$ cat src/rtl/oled_frame_streamer_pkg.sv
// Shared definitions for the OLED frame streamer: screen geometry, colours,
// SSD1331 command codes, FSM encoding and the shifter load payload.
package oled_frame_streamer_pkg;

   localparam int unsigned SCREEN_W    = 96;
   localparam int unsigned SCREEN_H    = 64;
   localparam int unsigned X_W         = 7;
   localparam int unsigned Y_W         = 6;
   localparam int unsigned COLOR_W     = 16;
   localparam int unsigned N_CMD_BYTES = 6;

   // RGB565 palette used by the screen renderers
   localparam logic [COLOR_W-1:0] BLACK   = 16'h0000;
   localparam logic [COLOR_W-1:0] WHITE   = 16'hFFFF;
   localparam logic [COLOR_W-1:0] RED     = 16'hF800;
   localparam logic [COLOR_W-1:0] GREEN   = 16'h07E0;
   localparam logic [COLOR_W-1:0] BLUE    = 16'h001F;
   localparam logic [COLOR_W-1:0] YELLOW  = 16'hFFE0;
   localparam logic [COLOR_W-1:0] BROWN   = 16'hA145;
   localparam logic [COLOR_W-1:0] SKYBLUE = 16'h867D;

   localparam logic [7:0] CMD_SET_COLUMN = 8'h15;
   localparam logic [7:0] CMD_SET_ROW    = 8'h75;

   typedef enum logic [1:0] {
      ST_IDLE = 2'd0,
      ST_CMD  = 2'd1,
      ST_PIX  = 2'd2,
      ST_GAP  = 2'd3
   } state_e;

   typedef struct packed {
      logic               len16;
      logic [COLOR_W-1:0] data;
   } shift_req_t;

   // Address-window preamble: full-screen column range, then row range
   function automatic logic [7:0] cmd_byte(input logic [2:0] idx,
                                           input int unsigned w,
                                           input int unsigned h);
      logic [7:0] b;
      case (idx)
         3'd0:    b = CMD_SET_COLUMN;
         3'd2:    b = 8'(w - 1);
         3'd3:    b = CMD_SET_ROW;
         3'd5:    b = 8'(h - 1);
         default: b = 8'h00;
      endcase
      return b;
   endfunction

endpackage

$ cat src/rtl/oled_frame_streamer_spi_shifter.sv
// SPI serialiser: CLK_DIV-cycle sclk phases, 8- or 16-bit words MSB-first,
// reloadable on the final bit so consecutive words run back-to-back.
module oled_spi_shifter
   import oled_frame_streamer_pkg::*;
#(
   parameter int unsigned CLK_DIV = 2
) (
   input  logic       clk,
   input  logic       reset,
   input  logic       load,
   input  shift_req_t load_req,
   output logic       sclk,
   output logic       sdin,
   output logic       active,
   output logic       bit_done_c,
   output logic       word_done_c
);

   localparam int unsigned DIV_W = (CLK_DIV > 1) ? $clog2(CLK_DIV) : 1;
   localparam logic [DIV_W-1:0] DIV_LAST = DIV_W'(CLK_DIV - 1);

   logic               active_q, active_d;
   logic               sclk_q, sclk_d;
   logic [COLOR_W-1:0] shreg_q, shreg_d;
   logic [3:0]         bit_cnt_q, bit_cnt_d;
   logic [3:0]         last_bit_q, last_bit_d;
   logic [DIV_W-1:0]   div_cnt_q, div_cnt_d;
   logic               phase_end_c;

   always_comb begin
      active_d    = active_q;
      sclk_d      = sclk_q;
      shreg_d     = shreg_q;
      bit_cnt_d   = bit_cnt_q;
      last_bit_d  = last_bit_q;
      div_cnt_d   = div_cnt_q;
      phase_end_c = (div_cnt_q == DIV_LAST);
      bit_done_c  = active_q && sclk_q && phase_end_c;
      word_done_c = bit_done_c && (bit_cnt_q == last_bit_q);

      if (load) begin
         active_d   = 1'b1;
         sclk_d     = 1'b0;
         shreg_d    = load_req.len16 ? load_req.data : {load_req.data[7:0], 8'h00};
         bit_cnt_d  = '0;
         last_bit_d = load_req.len16 ? 4'd15 : 4'd7;
         div_cnt_d  = '0;
      end else if (active_q) begin
         if (phase_end_c) begin
            div_cnt_d = '0;
            if (!sclk_q) begin
               sclk_d = 1'b1;
            end else if (word_done_c) begin
               // sclk parks high and sdin holds until the next falling edge
               active_d = 1'b0;
            end else begin
               sclk_d    = 1'b0;
               shreg_d   = {shreg_q[COLOR_W-2:0], 1'b0};
               bit_cnt_d = bit_cnt_q + 4'd1;
            end
         end else begin
            div_cnt_d = div_cnt_q + DIV_W'(1);
         end
      end
   end

   always_ff @(posedge clk) begin
      if (reset) begin
         active_q   <= 1'b0;
         sclk_q     <= 1'b1;
         shreg_q    <= '0;
         bit_cnt_q  <= '0;
         last_bit_q <= '0;
         div_cnt_q  <= '0;
      end else begin
         active_q   <= active_d;
         sclk_q     <= sclk_d;
         shreg_q    <= shreg_d;
         bit_cnt_q  <= bit_cnt_d;
         last_bit_q <= last_bit_d;
         div_cnt_q  <= div_cnt_d;
      end
   end

   assign sclk   = sclk_q;
   assign sdin   = shreg_q[COLOR_W-1];
   assign active = active_q;

endmodule

$ cat src/rtl/oled_frame_streamer.sv
// Streams full frames to a 96x64 RGB565 OLED: address-window preamble, then
// raster-scanned pixels fetched from a combinational renderer via x/y.
module oled_frame_streamer
   import oled_frame_streamer_pkg::*;
#(
   parameter int unsigned CLK_DIV   = 2,
   parameter int unsigned WIDTH     = SCREEN_W,
   parameter int unsigned HEIGHT    = SCREEN_H,
   parameter int unsigned FRAME_GAP = 64
) (
   input  logic               clk,
   input  logic               reset,
   input  logic               enable,
   input  logic [COLOR_W-1:0] oled_data,
   output logic [X_W-1:0]     x,
   output logic [Y_W-1:0]     y,
   output logic               frame_begin,
   output logic               busy,
   output logic               cs_n,
   output logic               sclk,
   output logic               sdin,
   output logic               dc
);

   localparam int unsigned N_PIX = WIDTH * HEIGHT;
   localparam int unsigned PIX_W = (N_PIX > 1) ? $clog2(N_PIX) : 1;
   localparam int unsigned GAP_W = (FRAME_GAP > 1) ? $clog2(FRAME_GAP) : 1;
   localparam logic [PIX_W-1:0] PIX_LAST  = PIX_W'(N_PIX - 1);
   localparam logic [GAP_W-1:0] GAP_LAST  = GAP_W'(FRAME_GAP - 1);
   localparam logic [X_W-1:0]   X_LAST    = X_W'(WIDTH - 1);
   localparam logic [Y_W-1:0]   Y_LAST    = Y_W'(HEIGHT - 1);
   localparam logic [2:0]       BYTE_LAST = 3'(N_CMD_BYTES - 1);

   state_e           state_q, state_d;
   logic [X_W-1:0]   x_q, x_d;
   logic [Y_W-1:0]   y_q, y_d;
   logic [2:0]       byte_cnt_q, byte_cnt_d;
   logic [PIX_W-1:0] pix_cnt_q, pix_cnt_d;
   logic [GAP_W-1:0] gap_cnt_q, gap_cnt_d;
   logic             frame_begin_q, frame_begin_d;
   logic             busy_q, busy_d;
   logic             cs_n_q, cs_n_d;
   logic             dc_q, dc_d;

   logic             load_c;
   logic             pix_load_c;
   shift_req_t       load_req_c;
   logic             sh_active;
   logic             sh_bit_done_c;
   logic             sh_word_done_c;
   logic             word_end_c;

   oled_spi_shifter #(.CLK_DIV(CLK_DIV)) u_shifter (
      .clk         (clk),
      .reset       (reset),
      .load        (load_c),
      .load_req    (load_req_c),
      .sclk        (sclk),
      .sdin        (sdin),
      .active      (sh_active),
      .bit_done_c  (sh_bit_done_c),
      .word_done_c (sh_word_done_c)
   );

   assign word_end_c = sh_bit_done_c && sh_word_done_c;

   always_ff @(posedge clk) begin
      if (reset) state_q <= ST_IDLE;
      else       state_q <= state_d;
   end

   always_comb begin
      state_d = state_q;
      case (state_q)
         ST_IDLE: if (enable) state_d = ST_CMD;
         ST_CMD:  if (word_end_c && byte_cnt_q == BYTE_LAST) state_d = ST_PIX;
         ST_PIX:  if (word_end_c && pix_cnt_q == PIX_LAST) state_d = ST_GAP;
         ST_GAP:  if (gap_cnt_q == GAP_LAST) state_d = enable ? ST_CMD : ST_IDLE;
         default: state_d = ST_IDLE;
      endcase
   end

   always_comb begin
      x_d           = x_q;
      y_d           = y_q;
      byte_cnt_d    = byte_cnt_q;
      pix_cnt_d     = pix_cnt_q;
      gap_cnt_d     = gap_cnt_q;
      frame_begin_d = 1'b0;
      busy_d        = busy_q;
      cs_n_d        = cs_n_q;
      dc_d          = dc_q;
      load_c        = 1'b0;
      pix_load_c    = 1'b0;
      load_req_c    = '0;

      case (state_q)
         ST_IDLE: begin
            cs_n_d = 1'b1;
            busy_d = 1'b0;
            if (enable) begin
               frame_begin_d = 1'b1;
               byte_cnt_d    = '0;
            end
         end
         ST_CMD: begin
            if (!sh_active) begin
               // First preamble byte: cs_n drops together with the first sclk fall
               load_c          = 1'b1;
               load_req_c.data = {8'h00, cmd_byte(byte_cnt_q, WIDTH, HEIGHT)};
               cs_n_d          = 1'b0;
               busy_d          = 1'b1;
               dc_d            = 1'b0;
            end else if (word_end_c) begin
               if (byte_cnt_q == BYTE_LAST) begin
                  pix_load_c = 1'b1;
                  pix_cnt_d  = '0;
               end else begin
                  load_c          = 1'b1;
                  load_req_c.data = {8'h00, cmd_byte(byte_cnt_q + 3'd1, WIDTH, HEIGHT)};
                  byte_cnt_d      = byte_cnt_q + 3'd1;
               end
            end
         end
         ST_PIX: begin
            if (word_end_c) begin
               if (pix_cnt_q == PIX_LAST) begin
                  cs_n_d    = 1'b1;
                  busy_d    = 1'b0;
                  gap_cnt_d = '0;
               end else begin
                  pix_load_c = 1'b1;
                  pix_cnt_d  = pix_cnt_q + PIX_W'(1);
               end
            end
         end
         ST_GAP: begin
            cs_n_d     = 1'b1;
            busy_d     = 1'b0;
            byte_cnt_d = '0;
            gap_cnt_d  = gap_cnt_q + GAP_W'(1);
            if (gap_cnt_q == GAP_LAST && enable) frame_begin_d = 1'b1;
         end
         default: ;
      endcase

      // Capture the renderer's colour for the current x,y and step the raster scan
      if (pix_load_c) begin
         load_c           = 1'b1;
         load_req_c.len16 = 1'b1;
         load_req_c.data  = oled_data;
         dc_d             = 1'b1;
         if (x_q == X_LAST) begin
            x_d = '0;
            y_d = (y_q == Y_LAST) ? '0 : y_q + Y_W'(1);
         end else begin
            x_d = x_q + X_W'(1);
         end
      end
   end

   always_ff @(posedge clk) begin
      if (reset) begin
         x_q           <= '0;
         y_q           <= '0;
         byte_cnt_q    <= '0;
         pix_cnt_q     <= '0;
         gap_cnt_q     <= '0;
         frame_begin_q <= 1'b0;
         busy_q        <= 1'b0;
         cs_n_q        <= 1'b1;
         dc_q          <= 1'b0;
      end else begin
         x_q           <= x_d;
         y_q           <= y_d;
         byte_cnt_q    <= byte_cnt_d;
         pix_cnt_q     <= pix_cnt_d;
         gap_cnt_q     <= gap_cnt_d;
         frame_begin_q <= frame_begin_d;
         busy_q        <= busy_d;
         cs_n_q        <= cs_n_d;
         dc_q          <= dc_d;
      end
   end

   assign x           = x_q;
   assign y           = y_q;
   assign frame_begin = frame_begin_q;
   assign busy        = busy_q;
   assign cs_n        = cs_n_q;
   assign dc          = dc_q;

endmodule

$ cat config.mk
export PLATFORM = sky130hd
export DESIGN_NAME = oled_frame_streamer
export DESIGN_NICKNAME = d
export VERILOG_FILES = /design/src/rtl/oled_frame_streamer_pkg.sv /design/src/rtl/oled_frame_streamer_spi_shifter.sv /design/src/rtl/oled_frame_streamer.sv
export SDC_FILE = /design/constraint.sdc
export NUM_CORES = 1
export LEC_CHECK = 0
export CAP_MARGIN = 20
export CORE_MARGIN = 4
export CORE_UTILIZATION = 63
export CTS_CLUSTER_SIZE = 28
export DETAILED_ROUTE_END_ITERATION = 6
export GPL_ROUTABILITY_DRIVEN = 1
export PLACE_DENSITY = 0.86
export REMOVE_ABC_BUFFERS = 1
export SYNTH_ARGS = -nofsm -noshare
export SYNTH_HDL_FRONTEND = slang
export SYNTH_HIERARCHICAL = 1
export SYNTH_SLANG_ARGS = --single-unit
$ cat constraint.sdc
create_clock -name clk -period 4.9 [get_ports clk]
set_input_delay 0.98 -clock clk [delete_from_list [all_inputs] [get_ports clk]]
set_output_delay 0.98 -clock clk [all_outputs]
set_load 0.005 [all_outputs]
==> flow_metrics.py, run 1 <==
metrics = {
    "floorplan": {
        "ios": 38,
        "dieWidth_um": 89.1,
        "dieArea_mm2": 0.00795,
        "num_rows": 29,
        "die_h_um": 89.1,
        "start_util": 0.649,
        "core_area_mm2": 0.00639,
    },
    "yosys": {
        "synth_area_leaders": "dfxtp_1, a21oi_1, ha_1, a211oi_1, mux2i_1",
        "synth_enable_flop_cells": 0,
        "syn_avg_cell_area_um2": 8.36,
        "ys_async_sr_fraction": 0,
        "synthDistinctLibCells": 70,
        "synth_area_leader_cell": "dfxtp_1",
        "synth_area_mm2": 0.00415,
        "synth_top_area_frac": 0.319,
        "yosysWarnings": 6,
        "synthFlopType": "dfxtp_1",
        "synth_cells": 496,
        "ys_ff_latch": 66,
        "yosysSeqAreaShare": 0.319,
    },
    "min_path": {
        "min_to": "u_shifter/shreg_q[10]$_SDFFE_PP0P_",
        "whs_path_depth": 2,
        "worst_hold_startpoint": "u_shifter/shreg_q[10]$_SDFFE_PP0P_",
        "hold_path.class": "flop to flop",
    },
    "placement": {
        "place_hpwl_um": 6970,
        "numPortBuffers": 37,
        "routabilityCongestion": 0.929,
        "dp.cells": 583,
        "placed_area_mm2": 0.00449,
    },
    "route": {
        "drt-total-wl_um": 10000,
        "ant_nets": 0,
        "dr.pass1.iters": 5,
        "via_count": 3978,
        "vias_per_cell": 6.63,
        "drc": 0,
        "dr.first_iter.drc_count": 328,
        "wl_per_cell_um": 16.7,
    },
    "timing": {
        "fin_crit_sh": 0.746,
        "worst_slew_pin_slew_ns": 1.10,
        "finalMaxSlewViolations": 0,
        "fin_skew_ns": 0.00739,
        "grt_setup_unrepaired": "false",
        "hold_viol": 0,
        "timing.fmax_mhz": 273,
        "tns_ns": 0,
        "hold_ws_ns": 0.473,
        "slew_headroom": 0.259,
        "layout_min_cycle_time_ns": 3.66,
        "setup_viol": 0,
    },
    "clock_network": {
        "clockRootBuffer": "clkbuf_8",
        "cts_made_buffers": 9,
        "cts_setup_buffers": 0,
        "clk_pin_slew_worst_paths_ns": 0.08,
        "cts_tree": "yes",
        "clockBufferDepth": 2,
        "cts_hold_buf": 0,
        "clock_sink_count": 66,
        "ctsResizeCount": 0,
        "insertion_delay_ns": 0.34,
        "htree_levels": 3,
    },
    "setup_path": {
        "worstPathMaxFanout": 20,
        "critPathRequiredTime_ns": 5.17,
        "crit_type": "flop to flop",
        "start_kind": "flop",
        "r2r-start": "u_shifter/active$_SDFF_PP0_",
        "reg2reg_depth": 10,
        "regToRegEndpoint": "u_shifter/shreg_q[15]$_SDFFE_PP0P_",
        "worstPathArrival_ns": 3.92,
        "endpoint_kind": "flop",
        "reg2reg_slack_ns": 1.24,
    },
    "pwr": {
        "p_leak_nw": 1.58,
        "power_density_mw_per_mm2": 383,
        "ir_drop_v": 0.000335,
        "p_total_w": 0.00183,
    },
    "cells_and_area": {
        "final_layout_size_suffix_gt1_frac": 0.0994,
        "layout.cells.non_filler": 600,
        "syn_to_final_growth_pct": 14.9,
        "final-seq-area_mm2": 0.00132,
        "postLayoutCellArea_mm2": 0.00476,
        "fillers": 477,
        "multi_input_area_mm2": 0.00261,
        "nets": 553,
        "antennaDiodeCount": 0,
    },
    "global_routing": {
        "grt_max_degree": 59,
        "grt_pass1_vias": 3588,
        "grt-ovfl-total": 0,
        "grt_pass1_wl_um": 16600,
        "grt_antenna_before_repair": 0,
        "grt_usage": 0.259,
    },
    "outcome": {
        "status": "completed",
    },
    "flow_run": {
        "drv_cap": 0,
    },
}
[cells in the final DEF, fill, tap and decap left out, types with 5 or more instances in the layout]
master           count
a22oi_1              6
nand4_1              9
or4_1               14
o21ai_0             17
a211oi_1            19
ha_1                16
dfxtp_1             66
and2_4               9
o211ai_1             5
a21oi_1             50
inv_1               19
o31ai_1             12
nor2b_1              8
nand2_1             33
nor2_1              27
mux2i_1             13
nand3_1             24
nand2b_1             9
clkdlybuf4s50_1     36
nor3_1               7
mux2_2               5
and4_1               5
o22ai_1              5
clkbuf_8             9
o21ai_1             10
[worst max-delay path: stages (launching register included)]
cell	delay (ns)
dfxtp_1	0.58
nand3_1	0.44
nor2_1	0.56
and3_1	0.35
o21ai_4	0.15
o21ai_1	0.11
buf_4	0.25
inv_1	0.27
nand2_1	0.47
nand3_1	0.19
a21oi_1	0.21
[how the worst max path moves through the flow]
stage                                     start                                 end  slack, ns  cells after the start
global route        u_shifter/active$_SDFF_PP0_   u_shifter/shreg_q[1]$_SDFFE_PP0P_       0.79                     10
detailed placement  u_shifter/active$_SDFF_PP0_   u_shifter/shreg_q[1]$_SDFFE_PP0P_       1.38                     10
finish              u_shifter/active$_SDFF_PP0_  u_shifter/shreg_q[15]$_SDFFE_PP0P_       1.24                     10
CTS                 u_shifter/active$_SDFF_PP0_   u_shifter/shreg_q[1]$_SDFFE_PP0P_       1.35                     10
global placement    u_shifter/active$_SDFF_PP0_   u_shifter/shreg_q[1]$_SDFFE_PP0P_       1.58                     10
floorplan           u_shifter/active$_SDFF_PP0_   u_shifter/shreg_q[1]$_SDFFE_PP0P_       0.94                      9
[cell families after synthesis]
group	after synthesis	share of synthesized area
AOI/OAI and AO/OA	167	0.279
xor gates and xnor gates	2	0.00422
adders and majority gates	16	0.0483
buffers and inverters	50	0.0525
DFF	66	0.319
muxes	19	0.0477
and+or+nand+nor	176	0.249
[per-layer routing]
layer	GRT usage	vias up	wire length, µm
met2	0.414	155	4760
met5	0	-	0
met4	0.0812	0	213
met1	0.350	1876	4440
met3	0.0571	21	596
li1	-	1926	-
[through the flow]
| step | util | setup slack [ns] |
|---|---|---|
| floorplan | - | 0.942 |
| global placement | 0.703 | 1.58 |
| detailed placement | 0.703 | 1.38 |
| CTS | 0.744 | 1.35 |
| global route | 0.746 | 0.794 |
| finish | 0.746 | 1.24 |
[where the power goes]
part / total [W] / switching [W] / internal [W]
Combinational: 0.000577 / 0.000369 / 0.000208
Clock: 0.000614 / 0.000224 / 0.000389
Sequential: 0.000636 / 0.0000490 / 0.000587
Total: 0.00183 / 0.000642 / 0.00118
[final cells by class]
type / count / share of cell area
Sequential cell: 66 / 0.277
Multi-Input combinational cell: 380 / 0.548
Tap cell: 77 / 0.0202
Clock inverter: 7 / 0.0297
Inverter: 21 / 0.0171
Clock buffer: 9 / 0.0260
Timing Repair Buffer: 40 / 0.0822
[cells in the mapped netlist (3+ instances only)]
cell type and count:
nor2_1 27, o22ai_1 5, nand3b_1 4, mux2_2 5, a21oi_1 50, nand2_1 33
buf_2 9, a22oi_1 6, inv_1 19, nand4_1 9, and2_1 4, nor2b_1 8
and3_1 4, and4_1 5, nand3_1 24, mux2i_1 13, or4_1 14, a2111oi_0 4
o31ai_1 12, nand2b_1 9, a211oi_2 4, o21ai_0 18, or3_1 4, a21o_1 3
o211a_1 3, and2_4 9, a31oi_1 3, o311ai_0 3, o21ai_1 9, a211oi_1 19
ha_1 16, nor4_1 3, o211ai_1 5, dfxtp_1 66, clkbuf_1 16, nor3_1 7
[registers in the layout, summed over array words and instances (netlist names)]
signal	flops
u_shifter/shreg_q	16
pix_cnt_q	13
x	7
gap_cnt_q	6
y	6
u_shifter/bit_cnt_q	4
byte_cnt_q	3
state_q	2
u_shifter/last_bit_q	2
busy	1
cs_n	1
dc	1
frame_begin	1
u_shifter/active	1
u_shifter/div_cnt_q	1
u_shifter/sclk	1
No activity file was read; power rests on OpenSTA's default activity.
==> run 2, diff against run 1 <==
- CORE_UTILIZATION: 63 -> 52
- PLACE_DENSITY: 0.86 -> 0.76
- clock period: 4.9 -> 3.2 ns (I/O delays scaled with it)
==> flow_metrics.py, run 2 (synthesized netlist as in run 1, its figures left out) <==
metrics = {
    "route": {
        "ant_nets": 0,
        "wl_per_cell_um": 16.0,
        "via_count": 3928,
        "vias_per_cell": 6.19,
        "dr.pass1.iters": 5,
        "dr.first_iter.drc_count": 222,
        "drc": 0,
        "drt-total-wl_um": 10100,
    },
    "clock_network": {
        "clk_pin_slew_worst_paths_ns": 0.08,
        "clockRootBuffer": "clkbuf_8",
        "cts_setup_buffers": 0,
        "clock_sink_count": 66,
        "htree_levels": 3,
        "cts_tree": "yes",
        "clockBufferDepth": 2,
        "cts_made_buffers": 9,
        "insertion_delay_ns": 0.35,
    },
    "setup_path": {
        "start_kind": "flop",
        "critPathRequiredTime_ns": 3.40,
        "worstPathMaxFanout": 13,
        "regToRegEndpoint": "u_shifter/shreg_q[1]$_SDFFE_PP0P_",
        "critical_path.cell_chain": "nor4_4, o21ai_1, nor2_1, and3_1, o21ai_4, o21ai_1, inv_1, buf_4, o21ai_2, a311oi_1",
        "crit_type": "flop to flop",
        "reg2reg_slack_ns": 0.35,
        "worstPathArrival_ns": 3.05,
        "endpoint_kind": "flop",
        "max_stage_delay_ns": 0.37,
        "crit_slowest_cell": "dfxtp_1",
        "reg2reg_depth": 10,
        "crit_top_cell": "o21ai_1",
        "r2r-start": "u_shifter/bit_cnt_q[2]$_SDFFE_PP0P_",
    },
    "pwr": {
        "swShare": 0.367,
        "power_frac_seq": 0.357,
        "ir_drop_v": 0.000342,
        "power.internal_w": 0.00169,
        "power.share.clock": 0.291,
        "p_switching_w": 0.000981,
        "pwr-share-comb": 0.352,
        "p_leak_nw": 1.60,
        "p_total_w": 0.00267,
        "power_density_mw_per_mm2": 553,
    },
    "timing": {
        "layout_min_cycle_time_ns": 2.85,
        "worst_slew_pin_slew_ns": 0.679,
        "finalMaxSlewViolations": 0,
        "fin_crit_sh": 0.892,
        "slew_headroom": 0.545,
        "setup_viol": 0,
        "grt_setup_unrepaired": "false",
        "timing.fmax_mhz": 350,
        "fin_skew_ns": 0.0121,
        "hold_viol": 0,
    },
    "floorplan": {
        "core_area_mm2": 0.00773,
        "dieArea_mm2": 0.00947,
        "start_util": 0.537,
        "num_rows": 32,
        "die_h_um": 97.3,
        "ios": 38,
        "dieWidth_um": 97.3,
    },
    "cells_and_area": {
        "final_core_util": 0.624,
        "syn_to_final_growth_pct": 16.3,
        "final_common_cell": "dfxtp_1",
        "regMostFlops": "u_shifter/shreg_q",
        "largest_reg_flops": 16,
        "most-common-layout-cells": "dfxtp_1, a21oi_1, clkdlybuf4s50_1",
        "final_layout_size_suffix_gt1_frac": 0.116,
        "nets": 563,
        "fillers": 669,
        "antennaDiodeCount": 0,
    },
    "global_routing": {
        "grt-ovfl-total": 0,
        "grt_max_degree": 39,
        "grt_usage": 0.216,
        "grt_antenna_before_repair": 0,
        "grt_pass1_wl_um": 17400,
        "grt_pass1_vias": 3730,
    },
    "placement": {
        "routabilityCongestion": 0.939,
        "place_hpwl_um": 7140,
        "numPortBuffers": 37,
    },
    "outcome": {
        "status": "completed",
    },
    "min_path": {
        "worst_hold_startpoint": "u_shifter/shreg_q[13]$_SDFFE_PP0P_",
        "whs_path_depth": 2,
        "min_to": "u_shifter/shreg_q[13]$_SDFFE_PP0P_",
        "hold_path.class": "flop to flop",
    },
    "flow_run": {
        "drv_cap": 0,
    },
}
run 2: cell types whose count changed in the layout (fill, tap and decap cells not counted), sizes merged:
| cell | change |
|---|---|
| clkinv | +2 |
| clkbuf | +1 |
| buf | +10 |
| clkinvlp | -1 |
| bufinv | -2 |
run 2: worst max-delay path: cells and delay by family, from the launching register on:
family | cells | cell delay [ns]
DFF | 1 | 0.37
and+or+nand+nor | 3 | 1.02
buffers and inverters | 2 | 0.38
AOI/OAI and AO/OA | 5 | 0.93
run 2: worst max-delay path by stage:
stage	startpoint	to	slack, ns	cells after the start
after global placement	u_shifter/bit_cnt_q[2]$_SDFFE_PP0P_	u_shifter/shreg_q[1]$_SDFFE_PP0P_	0.47	10
after detailed placement	u_shifter/bit_cnt_q[2]$_SDFFE_PP0P_	u_shifter/shreg_q[1]$_SDFFE_PP0P_	0.29	10
after CTS	u_shifter/bit_cnt_q[2]$_SDFFE_PP0P_	u_shifter/shreg_q[1]$_SDFFE_PP0P_	0.31	10
after floorplan	u_shifter/active$_SDFF_PP0_	u_shifter/shreg_q[1]$_SDFFE_PP0P_	-0.76	9
final	u_shifter/bit_cnt_q[2]$_SDFFE_PP0P_	u_shifter/shreg_q[1]$_SDFFE_PP0P_	0.35	10
after global routing	u_shifter/bit_cnt_q[2]$_SDFFE_PP0P_	u_shifter/shreg_q[2]$_SDFFE_PP0P_	0.07	10
run 2: per-layer routing:
layer | wire, µm | global-route usage | vias up
li1 | - | - | 1956
met1 | 4700 | 0.295 | 1816
met2 | 4640 | 0.338 | 133
met3 | 561 | 0.0352 | 23
met4 | 239 | 0.0927 | 0
met5 | 0 | 0 | -
run 2: metrics by stage:
stage / hold WS (ns) / instances / setup WS (ns) / TNS [ns] / area [µm²]
6_report: 0.469 / 635 / 0.346 / 0 / 4820
4_1_cts: 0.471 / 635 / 0.310 / 0 / 4820
2_1_floorplan: 0.442 / 467 / -0.758 / -11.14 / 4010
3_3_place_gp: 0.458 / 619 / 0.474 / 0 / 4600
5_1_grt: 0.502 / 635 / 0.0697 / 0 / 4820
3_5_place_dp: 0.459 / 619 / 0.288 / 0 / 4600
run 2: timing repair:
action	4_1_cts	5_1_grt
endpoints found under the setup margin	0	4
gates resized for setup	0	1
hold buffers	0	0
run 2: layout make-up:
cell class / count / area [µm²] / share of cell area
inverter: 21 / 81.3 / 0.0169
clock inverter: 6 / 91.3 / 0.0189
multi-input combinational: 380 / 2610 / 0.541
sequential: 66 / 1320 / 0.274
tap: 102 / 128 / 0.0265
clock buffer: 10 / 128 / 0.0265
timing repair buffer: 50 / 463 / 0.0960
run 2: power by group through the flow:
stage | clock network (W) | registers, W | logic (W)
finish | 0.000777 | 0.000952 | 0.000940
CTS | 0.000796 | 0.000951 | 0.000924
detailed placement | 0 | 0.000969 | 0.000922
global route | 0.000827 | 0.000959 | 0.00104
floorplan | 0 | 0.000972 | 0.000610
global placement | 0 | 0.000967 | 0.000904
==> run 3, diff against run 2 <==
- CAP_MARGIN: 20 -> 10
- RECOVER_POWER: not set -> 25
==> flow_metrics.py, run 3 (synthesized netlist as in run 1, its figures left out) <==
metrics = {
    "timing": {
        "grt_setup_unrepaired": "false",
        "finalMaxSlewViolations": 0,
        "timing.fmax_mhz": 350,
        "hold_ws_ns": 0.469,
        "fin_skew_ns": 0.0122,
        "layout_min_cycle_time_ns": 2.85,
        "setup_viol": 0,
        "slew_headroom": 0.545,
        "fin_crit_sh": 0.892,
        "hold_viol": 0,
        "worst_slew_pin_slew_ns": 0.679,
    },
    "setup_path": {
        "worstPathMaxFanout": 13,
        "max_stage_delay_ns": 0.37,
        "reg2reg_slack_ns": 0.35,
        "r2r-start": "u_shifter/bit_cnt_q[2]$_SDFFE_PP0P_",
        "crit_top_cell": "o21ai_1",
        "crit_type": "flop to flop",
        "critPathRequiredTime_ns": 3.40,
        "critPathLaunch": "u_shifter/bit_cnt_q[2]$_SDFFE_PP0P_",
        "worstPathArrival_ns": 3.05,
        "regToRegEndpoint": "u_shifter/shreg_q[1]$_SDFFE_PP0P_",
        "reg2reg_depth": 10,
        "critical_path.cell_chain": "nor4_4, o21ai_1, nor2_1, and3_1, o21ai_4, o21ai_1, inv_1, buf_4, o21ai_2, a311oi_1",
        "endpoint_kind": "flop",
        "start_kind": "flop",
        "crit_end": "u_shifter/shreg_q[1]$_SDFFE_PP0P_",
        "crit_slowest_cell": "dfxtp_1",
    },
    "route": {
        "wl_per_cell_um": 16.0,
        "vias_per_cell": 6.20,
        "ant_nets": 0,
        "drt-total-wl_um": 10100,
        "dr.pass1.iters": 5,
        "via_count": 3940,
        "drc": 0,
        "dr.first_iter.drc_count": 221,
    },
    "global_routing": {
        "grt_max_degree": 39,
        "grt-ovfl-total": 0,
        "grt_pass1_vias": 3730,
        "grt_usage": 0.216,
        "grt_pass1_wl_um": 17400,
        "grt_antenna_before_repair": 0,
    },
    "pwr": {
        "ir_drop_v": 0.000341,
        "p_leak_nw": 1.66,
        "power_density_mw_per_mm2": 552,
        "p_total_w": 0.00266,
    },
    "clock_network": {
        "clockRootBuffer": "clkbuf_8",
        "cts_hold_buf": 0,
        "ctsResizeCount": 0,
        "insertion_delay_ns": 0.35,
        "clockBufferDepth": 2,
        "htree_levels": 3,
        "cts_setup_buffers": 0,
        "clk_pin_slew_worst_paths_ns": 0.08,
        "cts_made_buffers": 9,
        "cts_tree": "yes",
        "clock_sink_count": 66,
    },
    "cells_and_area": {
        "most-common-layout-cells": "dfxtp_1, a21oi_1, nand2_1",
        "final_layout_size_suffix_gt1_frac": 0.116,
        "antennaDiodeCount": 0,
        "nets": 563,
        "postLayoutCellArea_mm2": 0.00482,
        "largest_reg_flops": 16,
        "final_common_cell": "dfxtp_1",
        "regMostFlops": "u_shifter/shreg_q",
        "syn_to_final_growth_pct": 16.3,
    },
    "floorplan": {
        "dieArea_mm2": 0.00947,
        "core_area_mm2": 0.00773,
        "die_h_um": 97.3,
        "num_rows": 32,
        "dieWidth_um": 97.3,
        "start_util": 0.537,
        "ios": 38,
    },
    "min_path": {
        "hold_path.class": "flop to flop",
    },
    "flow_run": {
        "drv_cap": 0,
    },
    "placement": {
        "routabilityCongestion": 0.939,
        "place_hpwl_um": 7140,
        "placed_area_mm2": 0.00460,
        "numPortBuffers": 37,
    },
    "outcome": {
        "status": "completed",
    },
}
==> run 3: worst max-delay path: cells and delay by family (launching register included) <==
kind / cells / cell delay, ns
buffers and inverters: 2 / 0.38
AND/OR/NAND/NOR: 3 / 1.02
flip-flops: 1 / 0.37
AO/OA/AOI/OAI: 5 / 0.93
==> run 3: worst min path at each step <==
stage	start	end	slack [ns]	depth (start not counted)
floorplan	u_shifter/shreg_q[10]$_SDFFE_PP0P_	u_shifter/shreg_q[10]$_SDFFE_PP0P_	0.44	2
global placement	u_shifter/shreg_q[14]$_SDFFE_PP0P_	u_shifter/shreg_q[14]$_SDFFE_PP0P_	0.46	2
detailed placement	u_shifter/shreg_q[13]$_SDFFE_PP0P_	u_shifter/shreg_q[13]$_SDFFE_PP0P_	0.46	2
CTS	u_shifter/shreg_q[13]$_SDFFE_PP0P_	u_shifter/shreg_q[13]$_SDFFE_PP0P_	0.47	2
global route	u_shifter/shreg_q[8]$_SDFFE_PP0P_	u_shifter/shreg_q[8]$_SDFFE_PP0P_	0.50	2
finish	u_shifter/shreg_q[13]$_SDFFE_PP0P_	u_shifter/shreg_q[13]$_SDFFE_PP0P_	0.47	2
==> run 3: metrics by stage <==
step	instances	TNS, ns	setup WS (ns)	utilization
6_report	635	0	0.347	0.624
5_1_grt	635	0	0.0697	0.624
3_5_place_dp	619	0	0.288	0.596
3_3_place_gp	619	0	0.474	0.596
2_1_floorplan	467	-11.14	-0.758	-
4_1_cts	635	0	0.310	0.624
==> run 3: layout make-up <==
| cell class | count | area [µm²] |
|---|---|---|
| fill | 669 | 2900 |
| multi-input combinational | 380 | 2610 |
| sequential | 66 | 1320 |
| timing repair buffer | 50 | 463 |
| clock buffer | 10 | 128 |
| tap | 102 | 128 |
| clock inverter | 6 | 91.3 |
| inverter | 21 | 81.3 |
==> run 3: report_power, final <==
group / internal (W) / total, W / switching, W
Combinational: 0.000342 / 0.000934 / 0.000592
Sequential: 0.000898 / 0.000951 / 0.0000526
Clock: 0.000441 / 0.000777 / 0.000336
Total: 0.00168 / 0.00266 / 0.000981
==> run 3: per-layer routing <==
metal | global-route usage | vias to the layer above | wire [µm]
met5 | 0 | - | 0
met4 | 0.0927 | 0 | 242
met3 | 0.0352 | 25 | 546
met2 | 0.338 | 130 | 4680
met1 | 0.295 | 1828 | 4680
li1 | - | 1957 | -
